**src/rtl/div_unit_32_pkg.sv**
```systemverilog
// Shared constants and state encoding for the iterative restoring divider.
// Build option: define DIV_FAST_PATH_EN to retire |dividend| < |divisor| early.
package div_pkg;
  localparam int DIV_WIDTH = 32;
  localparam int CNT_W = $clog2(DIV_WIDTH + 1);
  localparam logic [DIV_WIDTH-1:0] DIV0_QUOTIENT = '1;

  typedef enum logic [1:0] {IDLE, CALC, FIX, DONE} state_e;
endpackage

```
**src/rtl/div_unit_32_if.sv**
```systemverilog
// Request/result bundle between the EX stage and the divider.
interface div_if import div_pkg::*; #(
  parameter int WIDTH = DIV_WIDTH
);
  logic             Start;
  logic             Signed;
  logic [WIDTH-1:0] Dividend;
  logic [WIDTH-1:0] Divisor;
  logic             Busy;
  logic             Done;
  logic [WIDTH-1:0] Quotient;
  logic [WIDTH-1:0] Remainder;
  logic             DivByZero;

  modport master (output Start, Signed, Dividend, Divisor,
                  input  Busy, Done, Quotient, Remainder, DivByZero);
  modport slave  (input  Start, Signed, Dividend, Divisor,
                  output Busy, Done, Quotient, Remainder, DivByZero);
endinterface

```
**src/rtl/div_unit_32_step.sv**
```systemverilog
// One restoring-division iteration: shift {rem, quo} left, trial-subtract, restore on borrow.
module div_step #(
  parameter int WIDTH = 32
) (
  input  logic [WIDTH-1:0] rem_i,
  input  logic [WIDTH-1:0] quo_i,
  input  logic [WIDTH-1:0] div_i,
  output logic [WIDTH-1:0] rem_o,
  output logic [WIDTH-1:0] quo_o
);
  logic [WIDTH:0] sh, trial;

  assign sh    = {rem_i, quo_i[WIDTH-1]};
  assign trial = sh - {1'b0, div_i};
  // A borrow leaves sh below the divisor, so its top bit is zero and can be dropped.
  assign rem_o = trial[WIDTH] ? sh[WIDTH-1:0] : trial[WIDTH-1:0];
  assign quo_o = {quo_i[WIDTH-2:0], ~trial[WIDTH]};
endmodule

```
**src/rtl/div_unit_32.sv**
```systemverilog
// Radix-2 restoring divider for DIV/DIVU; quotient to LO, remainder to HI.
// Build option: DIV_FAST_PATH_EN skips the iterations when |dividend| < |divisor|.
module div_unit_32 import div_pkg::*; #(
  parameter int WIDTH = DIV_WIDTH
) (
  input logic  Clk,
  input logic  Rst_n,
  div_if.slave bus
);
  localparam int CW = $clog2(WIDTH + 1);

  state_e           state_q;
  logic [CW-1:0]    cnt_q;
  logic [WIDTH-1:0] rem_q, quo_q, dvs_q;
  logic [WIDTH-1:0] rem_d, quo_d;
  logic             qsgn_q, rsgn_q, dz_q;
  logic             busy_q, done_q, dbz_q;
  logic [WIDTH-1:0] quot_q, remd_q;

  logic             a_neg, b_neg, dz, byp;
  logic [WIDTH-1:0] a_abs, b_abs;

  assign a_neg = bus.Signed & bus.Dividend[WIDTH-1];
  assign b_neg = bus.Signed & bus.Divisor[WIDTH-1];
  assign a_abs = a_neg ? -bus.Dividend : bus.Dividend;
  assign b_abs = b_neg ? -bus.Divisor  : bus.Divisor;
  assign dz    = (bus.Divisor == '0);
`ifdef DIV_FAST_PATH_EN
  assign byp   = dz || (a_abs < b_abs);
`else
  assign byp   = dz;
`endif

  div_step #(.WIDTH(WIDTH)) u_step (
    .rem_i (rem_q),
    .quo_i (quo_q),
    .div_i (dvs_q),
    .rem_o (rem_d),
    .quo_o (quo_d)
  );

  // Bypassed ops preload their final result with zero signs and let FIX pass it through.
  always_ff @(posedge Clk or negedge Rst_n) begin
    if (!Rst_n) begin
      state_q <= IDLE;
      cnt_q   <= '0;
      rem_q   <= '0;
      quo_q   <= '0;
      dvs_q   <= '0;
      qsgn_q  <= 1'b0;
      rsgn_q  <= 1'b0;
      dz_q    <= 1'b0;
      busy_q  <= 1'b0;
      done_q  <= 1'b0;
      dbz_q   <= 1'b0;
      quot_q  <= '0;
      remd_q  <= '0;
    end else begin
      done_q <= 1'b0;
      unique case (state_q)
        IDLE, DONE: begin
          state_q <= IDLE;
          if (bus.Start) begin
            state_q <= byp ? FIX : CALC;
            busy_q  <= 1'b1;
            cnt_q   <= '0;
            dvs_q   <= b_abs;
            dz_q    <= dz;
            if (byp) begin
              rem_q  <= bus.Dividend;
              quo_q  <= dz ? WIDTH'(DIV0_QUOTIENT) : '0;
              qsgn_q <= 1'b0;
              rsgn_q <= 1'b0;
            end else begin
              rem_q  <= '0;
              quo_q  <= a_abs;
              qsgn_q <= a_neg ^ b_neg;
              rsgn_q <= a_neg;
            end
          end
        end
        CALC: begin
          rem_q <= rem_d;
          quo_q <= quo_d;
          cnt_q <= cnt_q + CW'(1);
          if (cnt_q == CW'(WIDTH - 1)) state_q <= FIX;
        end
        FIX: begin
          state_q <= DONE;
          busy_q  <= 1'b0;
          done_q  <= 1'b1;
          quot_q  <= qsgn_q ? -quo_q : quo_q;
          remd_q  <= rsgn_q ? -rem_q : rem_q;
          dbz_q   <= dz_q;
        end
        default: state_q <= IDLE;
      endcase
    end
  end

  assign bus.Busy      = busy_q;
  assign bus.Done      = done_q;
  assign bus.Quotient  = quot_q;
  assign bus.Remainder = remd_q;
  assign bus.DivByZero = dbz_q;
endmodule

```
**src/flat_wrapper.sv**
```systemverilog
// flat-port wrapper written by rule: the top's interface ports become plain ports
module div_unit_32_flat import div_pkg::*;
#(
  parameter int WIDTH = DIV_WIDTH
)
  (Clk, Rst_n, bus_Start, bus_Signed, bus_Dividend, bus_Divisor, bus_Busy, bus_Done, bus_Quotient, bus_Remainder, bus_DivByZero);
  div_if #(.WIDTH(WIDTH)) bus_i ();
  input logic Clk;
  input logic Rst_n;
  input wire logic [$bits(bus_i.Start)-1:0] bus_Start;
  input wire logic [$bits(bus_i.Signed)-1:0] bus_Signed;
  input wire logic [$bits(bus_i.Dividend)-1:0] bus_Dividend;
  input wire logic [$bits(bus_i.Divisor)-1:0] bus_Divisor;
  output wire logic [$bits(bus_i.Busy)-1:0] bus_Busy;
  output wire logic [$bits(bus_i.Done)-1:0] bus_Done;
  output wire logic [$bits(bus_i.Quotient)-1:0] bus_Quotient;
  output wire logic [$bits(bus_i.Remainder)-1:0] bus_Remainder;
  output wire logic [$bits(bus_i.DivByZero)-1:0] bus_DivByZero;
  assign bus_i.Start = bus_Start;
  assign bus_i.Signed = bus_Signed;
  assign bus_i.Dividend = bus_Dividend;
  assign bus_i.Divisor = bus_Divisor;
  assign bus_Busy = bus_i.Busy;
  assign bus_Done = bus_i.Done;
  assign bus_Quotient = bus_i.Quotient;
  assign bus_Remainder = bus_i.Remainder;
  assign bus_DivByZero = bus_i.DivByZero;
  div_unit_32 #(.WIDTH(WIDTH)) u_core (.Clk(Clk), .Rst_n(Rst_n), .bus(bus_i));
endmodule
```
**config.mk**
```make
export PLATFORM = sky130hd
export DESIGN_NAME = div_unit_32_flat
export DESIGN_NICKNAME = d
export VERILOG_FILES = /design/src/rtl/div_unit_32_pkg.sv /design/src/rtl/div_unit_32_if.sv /design/src/rtl/div_unit_32_step.sv /design/src/rtl/div_unit_32.sv /design/src/flat_wrapper.sv
export SDC_FILE = /design/constraint.sdc
export NUM_CORES = 1
export LEC_CHECK = 0
export ABC_AREA = 0
export CAP_MARGIN = 40
export CORE_AREA = 4 4 154 156
export CTS_BUF_LIST = sky130_fd_sc_hd__clkbuf_8
export CTS_CLUSTER_DIAMETER = 80
export DETAILED_ROUTE_END_ITERATION = 10
export DIE_AREA = 0 0 158 160
export MAX_ROUTING_LAYER = met4
export PLACE_DENSITY = 0.86
export SYNTH_ARGS = -nofsm -noshare
export SYNTH_HDL_FRONTEND = slang
export SYNTH_SLANG_ARGS = --single-unit
```
**constraint.sdc**
```tcl
create_clock -name Clk -period 2.8 [get_ports Clk]
set_input_delay 0.84 -clock Clk [delete_from_list [all_inputs] [get_ports Clk]]
set_output_delay 0.84 -clock Clk [all_outputs]
set_load 0.01 [all_outputs]
```
After elaboration in Yosys (flattened, before gate mapping)
Cells that the tools add are included.
Word-level totals
  output and inout port bits: 67
  ROM bits: 0
  latch bits: 0
  memories: 0
  memory bits (writable): 0
  flip-flop bits (word level): 174
  logic and storage cells: 59
Cells by class
  add/subtract/negate cells: 6
  muxes and demuxes: 22
  multipliers: 0
  shifts and indexed selects: 0
  divide/modulo/power cells: 0
  bitwise logic cells: 4
  reduce and logical (&&, ||, !) cells: 8
  equality and inequality tests: 6
  order comparisons: 0
Operators with widths (count)
  two-way mux 32 bit: 9
  negator 32 bit: 4
  one-hot mux 32 bit (2 select lines): 2
  subtractor 33 x 32 -> 33 bit: 1
  logical NOT 32 bit: 1
  one-hot mux 6 bit (2 select lines): 1
  adder 6 x 1 -> 6 bit (second input constant): 1
  == test 6 x 5 -> 1 bit (second input constant): 1
  two-way mux 2 bit: 3
  two-way mux 6 bit: 1
  one-hot mux 2 bit (3 select lines): 1
  AND reduction 2 bit: 3
  == test 2 bit (second input constant): 2
  two-way mux 1 bit: 4
  nonzero test 2 bit: 2
  bitwise AND 1 bit: 2
  == test 2 x 1 -> 1 bit (second input constant): 1
  logical NOT 2 bit: 1
  != test 2 x 1 -> 1 bit (second input constant): 1
  != test 2 bit (second input constant): 1
  one-hot mux 1 bit (2 select lines): 1
  OR reduction 2 bit: 1
  NOT 1 bit: 1
  bitwise XOR 1 bit: 1

Logic depth before layout (Yosys ltp)
  depth in word-level cells: 5
  mapped depth: 13
  gate-level depth less buffers: 12

Modules after synthesis
A second synthesis with hierarchy kept.
Unflattened totals
  cell total of the unflattened synthesis: 1407
  area, all modules: 12201.7 µm²
By module, submodules not included
  div_unit_32: area an instance 9611.7 µm², times used 1, seq. area each 4354.2 µm², cells each 1070
  div_step: area an instance 2590.0 µm², times used 1, seq. area each 0.0 µm², cells each 337

Worst setup path before layout
Ideal clock, no wire load.
  kind: input port to flip-flop
  start: input port bus_Divisor[8]
  end: register u_core.state_q[0]
  arrival time: 3078 ps
  setup time: 135 ps
  slack: -413 ps
  cell stages on the path: 10
  cell sequence: nor4_2 -> or3b_1 -> or3_4 -> or4_4 -> nor4_4 -> buf_6 -> buf_6 -> o22ai_1 -> nand2_1 -> o21ai_0
On the way
  longest elaborated chain between the ends: 4
Ends and longest elaborated chain
  start, declared: RTL line flat_wrapper.sv:13  | input wire logic [$bits(bus_i.Divisor)-1:0] bus_Divisor;
  logical NOT 32 bit: RTL line div_unit_32.sv:27  | assign dz = (bus.Divisor == '0);
  two-way mux 2 bit: RTL line div_unit_32.sv:64  | state_q <= byp ? FIX : CALC;
  two-way mux 2 bit: RTL line div_unit_32.sv:63  | if (bus.Start) begin
  one-hot mux 2 bit (3 select lines): RTL line div_unit_32.sv:60  | unique case (state_q)
  end signal, assigned: RTL line div_unit_32.sv:64
  end, declared: RTL line div_unit_32.sv:12  | state_e state_q;
No other way between the ends.
A chain may end at the register's enable or synchronous reset.

Worst setup path after layout
  start: register u_core.rem_q[4]
  end: register u_core.remd_q[29], in the netlist u_core.bus.Remainder[29]
On the way
  longest elaborated chain between the ends: 2
Ends and longest elaborated chain
  start, declared: RTL line div_unit_32.sv:14  | logic [WIDTH-1:0] rem_q, quo_q, dvs_q;
  start signal, assigned: RTL line div_unit_32.sv:70  | rem_q <= bus.Dividend;
  start signal, assigned: RTL line div_unit_32.sv:83  | rem_q <= rem_d;
  negator 32 bit: RTL line div_unit_32.sv:93  | remd_q <= rsgn_q ? -rem_q : rem_q;
  two-way mux 32 bit: RTL line div_unit_32.sv:93
  end signal, assigned: RTL line div_unit_32.sv:93
  end, declared: RTL line div_unit_32.sv:18  | logic [WIDTH-1:0] quot_q, remd_q;
No other way between the ends.

==> results.toml <==
[sta]
finalClockSkew_ns = 0.0203
setup_viol = 63
period_share_pct = 112
rsz0062_at_grt = "yes"
whs_ns = 0.238
layout_min_cycle_time_ns = 3.13
tightest_slew_ns = 0.697
finalHoldViolCount = 0
fin_ws_ns = -0.332
maxSlewHeadroom_pct = 53.6
clock.fmax_mhz = 319
timing.final.max_slew_violations = 0
final.setup.tns_ns = -11.64

[yosys]
synth_cell_types = 74
synth_cells = 1399
synthTopCellsByCount = "dfrtp_1 (174), a21oi_1 (168), nand2_1 (157)"
yosysWarnings = 0
yosysTopAreaCellShare_pct = 37.1
syn_nets = 1507
ys_seq_area_share_pct = 37.1
yosys_register_bits = 174
yosysTopAreaCell = "dfrtp_1"
yosysMostFrequentCell = "dfrtp_1"
ys_async_sr_fraction_pct = 100
synth-edff-count = 0
syn_avg_cell_area_sq_um = 8.38
synth_ff_type = "dfrtp_1"
synth.cell_area_sq_mm = 0.0117
ys_top_cells_by_area = "dfrtp_1 (37%), xor2_1 (7.4%), a21oi_1 (7.2%)"

[worst_setup_path]
startpoint_type = "flip-flop"
worstPathArrival_ns = 3.50
crit_type = "flip-flop to flip-flop"
crit_fanout = 3
worstPathRequired_ns = 3.17
cp-end-kind = "flip-flop"

[grt]
grt_pass1_vias = 11833
grt_pass1_wl_um = 63300
antenna_found_initial = 0
grt_max_degree = 66
grt_overflow = 0
grtUsageTotal_pct = 32.3

[clock_network]
clk_pin_slew_ns = 0.11
cts_tree = "done"
worstSkewPairLatency_ns = 0.49
cts_hold_buf = 0
cts_inserted_buffers = 17
clockBufferDepth = 2
htree_levels = 4
clock-root-buffer = "clkbuf_8"
clock-sinks = 174

[hold_path]
hold_class = "input pin to asynchronous set/reset pin"

[placed_design]
place_area_sq_mm = 0.0154
gp_congestion = 1.04
place_hpwl_um = 29500
port_buffers = 134

[pwr]
leakage_nw = 7.39
p_per_area_mw_per_mm2 = 1390
ir_drop_mv = 0.755

[final_layout]
final_area_sq_mm = 0.0167
layout-drive-gt1-share_pct = 27.3
nets = 1897
n_antenna_cell = 0
nFillCells = 1528
regArea_sq_mm = 0.00436
multi_input_area_sq_mm = 0.00748
area_growth_pct = 42.7

[routing]
drt_iter0_markers = 1451
drt_wl_total_um = 42100
via_per_inst = 6.05
firstDrtPassIters = 7
detail-route-antenna-nets = 0
vias = 12610
drcViolationCount = 0
wl_per_cell_um = 20.2

[die]
dieHeight_um = 160
die_w_um = 158
core_sq_mm = 0.0224
io_pins = 135
die-area_sq_mm = 0.0253
start_util_pct = 52.4
rows = 55

[flow_run]
max_cap_viol_count = 0

[run_status]
status = "finished with violations"
violations = "negative setup slack"
-- path summary, 6_finish.rpt --
kind	slack [ns]	endpoint	depth (start not counted)	from
setup / recovery	-0.33	u_core.bus.Remainder[29]	10	u_core.rem_q[4]
min in group Clk	0.49	u_core.dvs_q[4]	2	u_core.dvs_q[4]
hold reg to reg	0.49	u_core.dvs_q[4]	2	u_core.dvs_q[4]
max in group asynchronous	1.81	u_core.rem_q[29]	2	Rst_n
setup reg to reg	-0.33	u_core.bus.Remainder[29]	10	u_core.rem_q[4]
hold / removal	0.24	u_core.bus.Quotient[20]	1	Rst_n
-- final cells by class --
| cell class | instances | share of cell area, % |
|---|---|---|
| Timing Repair Buffer | 446 | 23.4 |
| Tap cell | 285 | 2.13 |
| Inverter | 51 | 1.14 |
| Clock buffer | 18 | 1.48 |
| Clock inverter | 13 | 1.07 |
| Multi-Input combinational cell | 1099 | 44.7 |
| Sequential cell | 174 | 26.0 |
-- timing repair --
item	CTS	global route
gates resized for setup	98	92
gates cloned	3	1
buffers inserted	29	13
setup endpoints to repair	82	87
pin swaps	33	48
-- worst max-delay path, stage by stage (launching register included) --
cell and delay, ns:
dfrtp_2 0.44, buf_12 0.13, nor4_4 0.36, nand2_2 0.10, or4_4 0.44, or3_4 0.35, or3_4 0.35, or3_4 0.38
o31ai_4 0.19, xor2_1 0.20, a21oi_1 0.09
-- power breakdown --
part	total (mW)	internal [mW]	switching [mW]
logic	16.4	7.62	8.78
clock network	1.99	0.923	1.07
registers	4.88	3.77	1.12
total	23.3	12.3	11.0
-- stage by stage --
stage / util (%) / total power [mW] / std cells / setup WS [ns]
floorplan: - / 13.1 / 1399 / -0.380
global placement: 68.6 / 18.9 / 2015 / -0.951
detailed placement: 68.6 / 19.3 / 2015 / -1.01
CTS: 73.0 / 22.6 / 2078 / -0.273
global route: 74.8 / 24.6 / 2086 / -0.415
finish: 74.8 / 23.3 / 2086 / -0.332
-- per-layer routing --
layer / share of wire (%) / wire [um] / vias to the layer above / track usage, %
li1: - / - / 5729 / -
met1: 40 / 17000 / 5990 / 44.1
met2: 46 / 19300 / 731 / 49.0
met3: 9.3 / 3900 / 160 / 4.47
met4: 4.4 / 1870 / 0 / 12.6
met5: 0 / 0 / - / -
-- logic make-up (layout without fill, tap and decap cells) --
family	after synthesis	after routing	synth area share (%)
flops	174	174	37.1
compound gates	418	418	21.2
simple gates	457	457	18.7
xor+xnor	153	153	11.5
buf+inv	126	528	4.31
fa+ha+maj	40	40	4.33
mux	31	31	2.81
-- state kept, by name, summed over array words and instances, names as in the netlist, 2 cells and up --
signal and count:
u_core.dvs_q 32, u_core.bus.Quotient 32, u_core.bus.Remainder 32, u_core.state_q 2, u_core.cnt_q 6, u_core.rem_q 32
u_core.quo_q 32
-- placed cells by master (no fill, tap or decap), types with 9 or more instances in the layout --
cell | netlist | routed
a21o_1 | 9 | 9
a21oi_1 | 168 | 150
a21oi_2 | 1 | 18
a31oi_1 | 15 | 14
and3_1 | 10 | 10
buf_12 | 0 | 9
buf_4 | 0 | 282
buf_6 | 3 | 19
clkbuf_8 | 0 | 18
clkdlybuf4s50_1 | 0 | 113
dfrtp_1 | 174 | 173
dlygate4sd2_1 | 0 | 10
ha_1 | 39 | 35
inv_1 | 51 | 51
mux2_2 | 15 | 13
mux2i_1 | 16 | 13
nand2_1 | 157 | 150
nand3_1 | 21 | 17
nor2_1 | 143 | 137
nor3_1 | 18 | 11
o211ai_1 | 10 | 10
o21ai_0 | 106 | 85
o21ai_1 | 8 | 16
o21ai_2 | 0 | 12
o22ai_1 | 21 | 19
o31ai_1 | 23 | 18
or3_1 | 29 | 20
or3_4 | 4 | 13
or4_1 | 12 | 11
xnor2_1 | 53 | 52
xor2_1 | 99 | 97
Note: power is estimated with default switching activity, not from simulation.
==> patch, RTL diff (same settings) <==
The option `DIV_FAST_PATH_EN` is turned on by a define.
--- a/src/rtl/div_unit_32.sv
+++ b/src/rtl/div_unit_32.sv
@@ -1,5 +1,7 @@
 // Radix-2 restoring divider for DIV/DIVU; quotient to LO, remainder to HI.
 // Build option: DIV_FAST_PATH_EN skips the iterations when |dividend| < |divisor|.
+`define DIV_FAST_PATH_EN
+
 module div_unit_32 import div_pkg::*; #(
   parameter int WIDTH = DIV_WIDTH
 ) (
Check against the original RTL: not equivalent (Yosys sat finds a counterexample within 4 cycles, from zero or initial values and one cycle with Rst_n low).
==> patch against the original RTL <==
The flow still finishes with violations (setup timing); sequential cell count unchanged; total power decreased by 7.9%; die area unchanged; wire length increased by 4.2%; final area increased by 4.5%; area after synthesis increased by 6.8%; fmax decreased by 27%; sequential share of layout area decreased by 1.1 points; worst setup slack got worse by 1.2 ns; critical path type is now in -> reg; largest cell class unchanged; largest power group unchanged.
==> patch: results (changes against the original RTL) <==
[run_status]
status = finished, violations left  ; unchanged
violations = setup timing  ; unchanged

[synth]
syn-num-nets = 1672  ; was 1507
synth_compound_area_frac = 0.243  ; was 0.212
synthTopCellsByArea = dfrtp_1, a21oi_1, ha_1  ; was dfrtp_1, xor2_1, a21oi_1
seq_area_frac_synth = 0.348  ; was 0.371
ys_top_cells_by_count = a21oi_1, dfrtp_1, nor2_1  ; was dfrtp_1, a21oi_1, nand2_1
synthMuxAreaShare = 0.0115  ; was 0.0281
synthAdderAreaFrac = 0.0715  ; was 0.0433

[power]
finalPower_w = 0.0214  ; was 0.0233 W
intPower_w = 0.0112  ; was 0.0123 W
ir_drop_mv = 0.676  ; was 0.755 mV
seqPwrFrac = 0.217  ; was 0.210
p_leak_nw = 7.63  ; was 7.39 nW

[global_route]
grt_usage = 0.346  ; was 0.323
grt_pass1_wl_mm = 68.6  ; was 63.3 mm
grt_pass1_vias = 13600  ; was 11800
grt_max_degree = 71  ; was 66

[clock_network]
insertion_delay_ns = 0.51  ; was 0.49 ns

[drt]
detail_route.vias_per_cell = 6.13  ; was 6.05
dr.pass1.iters = 6  ; was 7
drt-total-wl_mm = 43.9  ; was 42.1 mm
drtIter0Drc = 1305  ; was 1451
wl_met3_mm = 3.21  ; was 3.90 mm
met1Wirelength_mm = 17.3  ; was 17.0 mm

[timing]
post-route-period-util = 1.53  ; was 1.12
slew_headroom = 0.580  ; was 0.536
worst_slack_ns = -1.50  ; was -0.332 ns
setup_viol = 68  ; was 63

[critical_path]
cp.arrival_ns = 4.71  ; was 3.50 ns
cp_max_fo = 7  ; was 3

[placement]
post-place-ws_ns = -2.43  ; was -1.01 ns
place_hpwl_mm = 31.8  ; was 29.5 mm
postPlaceCellArea_um2 = 16500  ; was 15400 µm²

[finish]
fill_cells = 1458  ; was 1528
regArea_um2 = 4350  ; was 4360 µm²
drive_above_1_share = 0.251  ; was 0.273
nets = 2074  ; was 1897

-- patch: metrics by stage --
stage / std cells / setup TNS [ns]
after global placement: 2177 / -161.83
after global routing: 2233 / -102.23
final: 2233 / -92.29
after CTS: 2228 / -85.72
after floorplan: 1533 / -90.92
after detailed placement: 2178 / -168.01
-- patch: cell type report --
class                   count  share of cell area
inverters                  63              0.0135
repair buffers            466               0.229
multi-input cells        1213               0.466
well taps                 285              0.0204
clock buffers              18              0.0142
flip-flops and latches    174               0.249
clock inverters            14             0.00801
-- patch: cell families (layout without fill, tap and decap cells) --
group	Yosys count	after routing
buf+inv	146	561
flops	174	174
mux	14	14
simple gates	491	491
fa+ha+maj	71	71
compound gates	493	493
xor+xnor	144	144
-- patch: path summary, 6_finish.rpt --
check,startpoint,endpoint,slack (ns)
setup / recovery,bus_Dividend[3],u_core.rem_q[5]$_DFFE_PN0P_,-1.50
hold / removal,Rst_n,u_core.bus.Remainder[23]$_DFFE_PN0P_,0.28
setup reg to reg,u_core.quo_q[31]$_DFFE_PN0P_,u_core.rem_q[19]$_DFFE_PN0P_,-0.61
hold reg to reg,u_core.dvs_q[18]$_DFFE_PN0P_,u_core.dvs_q[18]$_DFFE_PN0P_,0.49
max in group asynchronous,Rst_n,u_core.bus.Quotient[9]$_DFFE_PN0P_,1.77
min in group Clk,u_core.dvs_q[18]$_DFFE_PN0P_,u_core.dvs_q[18]$_DFFE_PN0P_,0.49
-- patch: repair_timing --
item / 4_1_cts / 5_1_grt
setup endpoints to repair: 84 / 80
buffers inserted: 16 / 9
gates cloned: 2 / 0
resized for setup: 123 / 48
pin swaps: 35 / 21
-- patch: critical path, delay by kind of cell --
| family | cells | cell delay (ns) |
|---|---|---|
| and+or+nand+nor | 3 | 0.43 |
| AOI/OAI and AO/OA | 8 | 1.57 |
| adders and majority gates | 1 | 0.30 |
| buffers and inverters | 7 | 1.38 |
| xor gates and xnor gates | 1 | 0.18 |
-- patch: routing by layer --
layer  up-vias  GRT usage
li1       6314          -
met1      6553      0.429
met2       626      0.566
met3       191     0.0545
met4         0      0.138
met5         -          -
-- patch: power by group through the flow --
stage	clock network, W	registers [W]	logic, W
after floorplan	0	0.00485	0.00811
final	0.00185	0.00465	0.0149
after detailed placement	0	0.00464	0.0142
after global placement	0	0.00463	0.0137
after global routing	0.00195	0.00477	0.0162
after CTS	0.00185	0.00459	0.0145
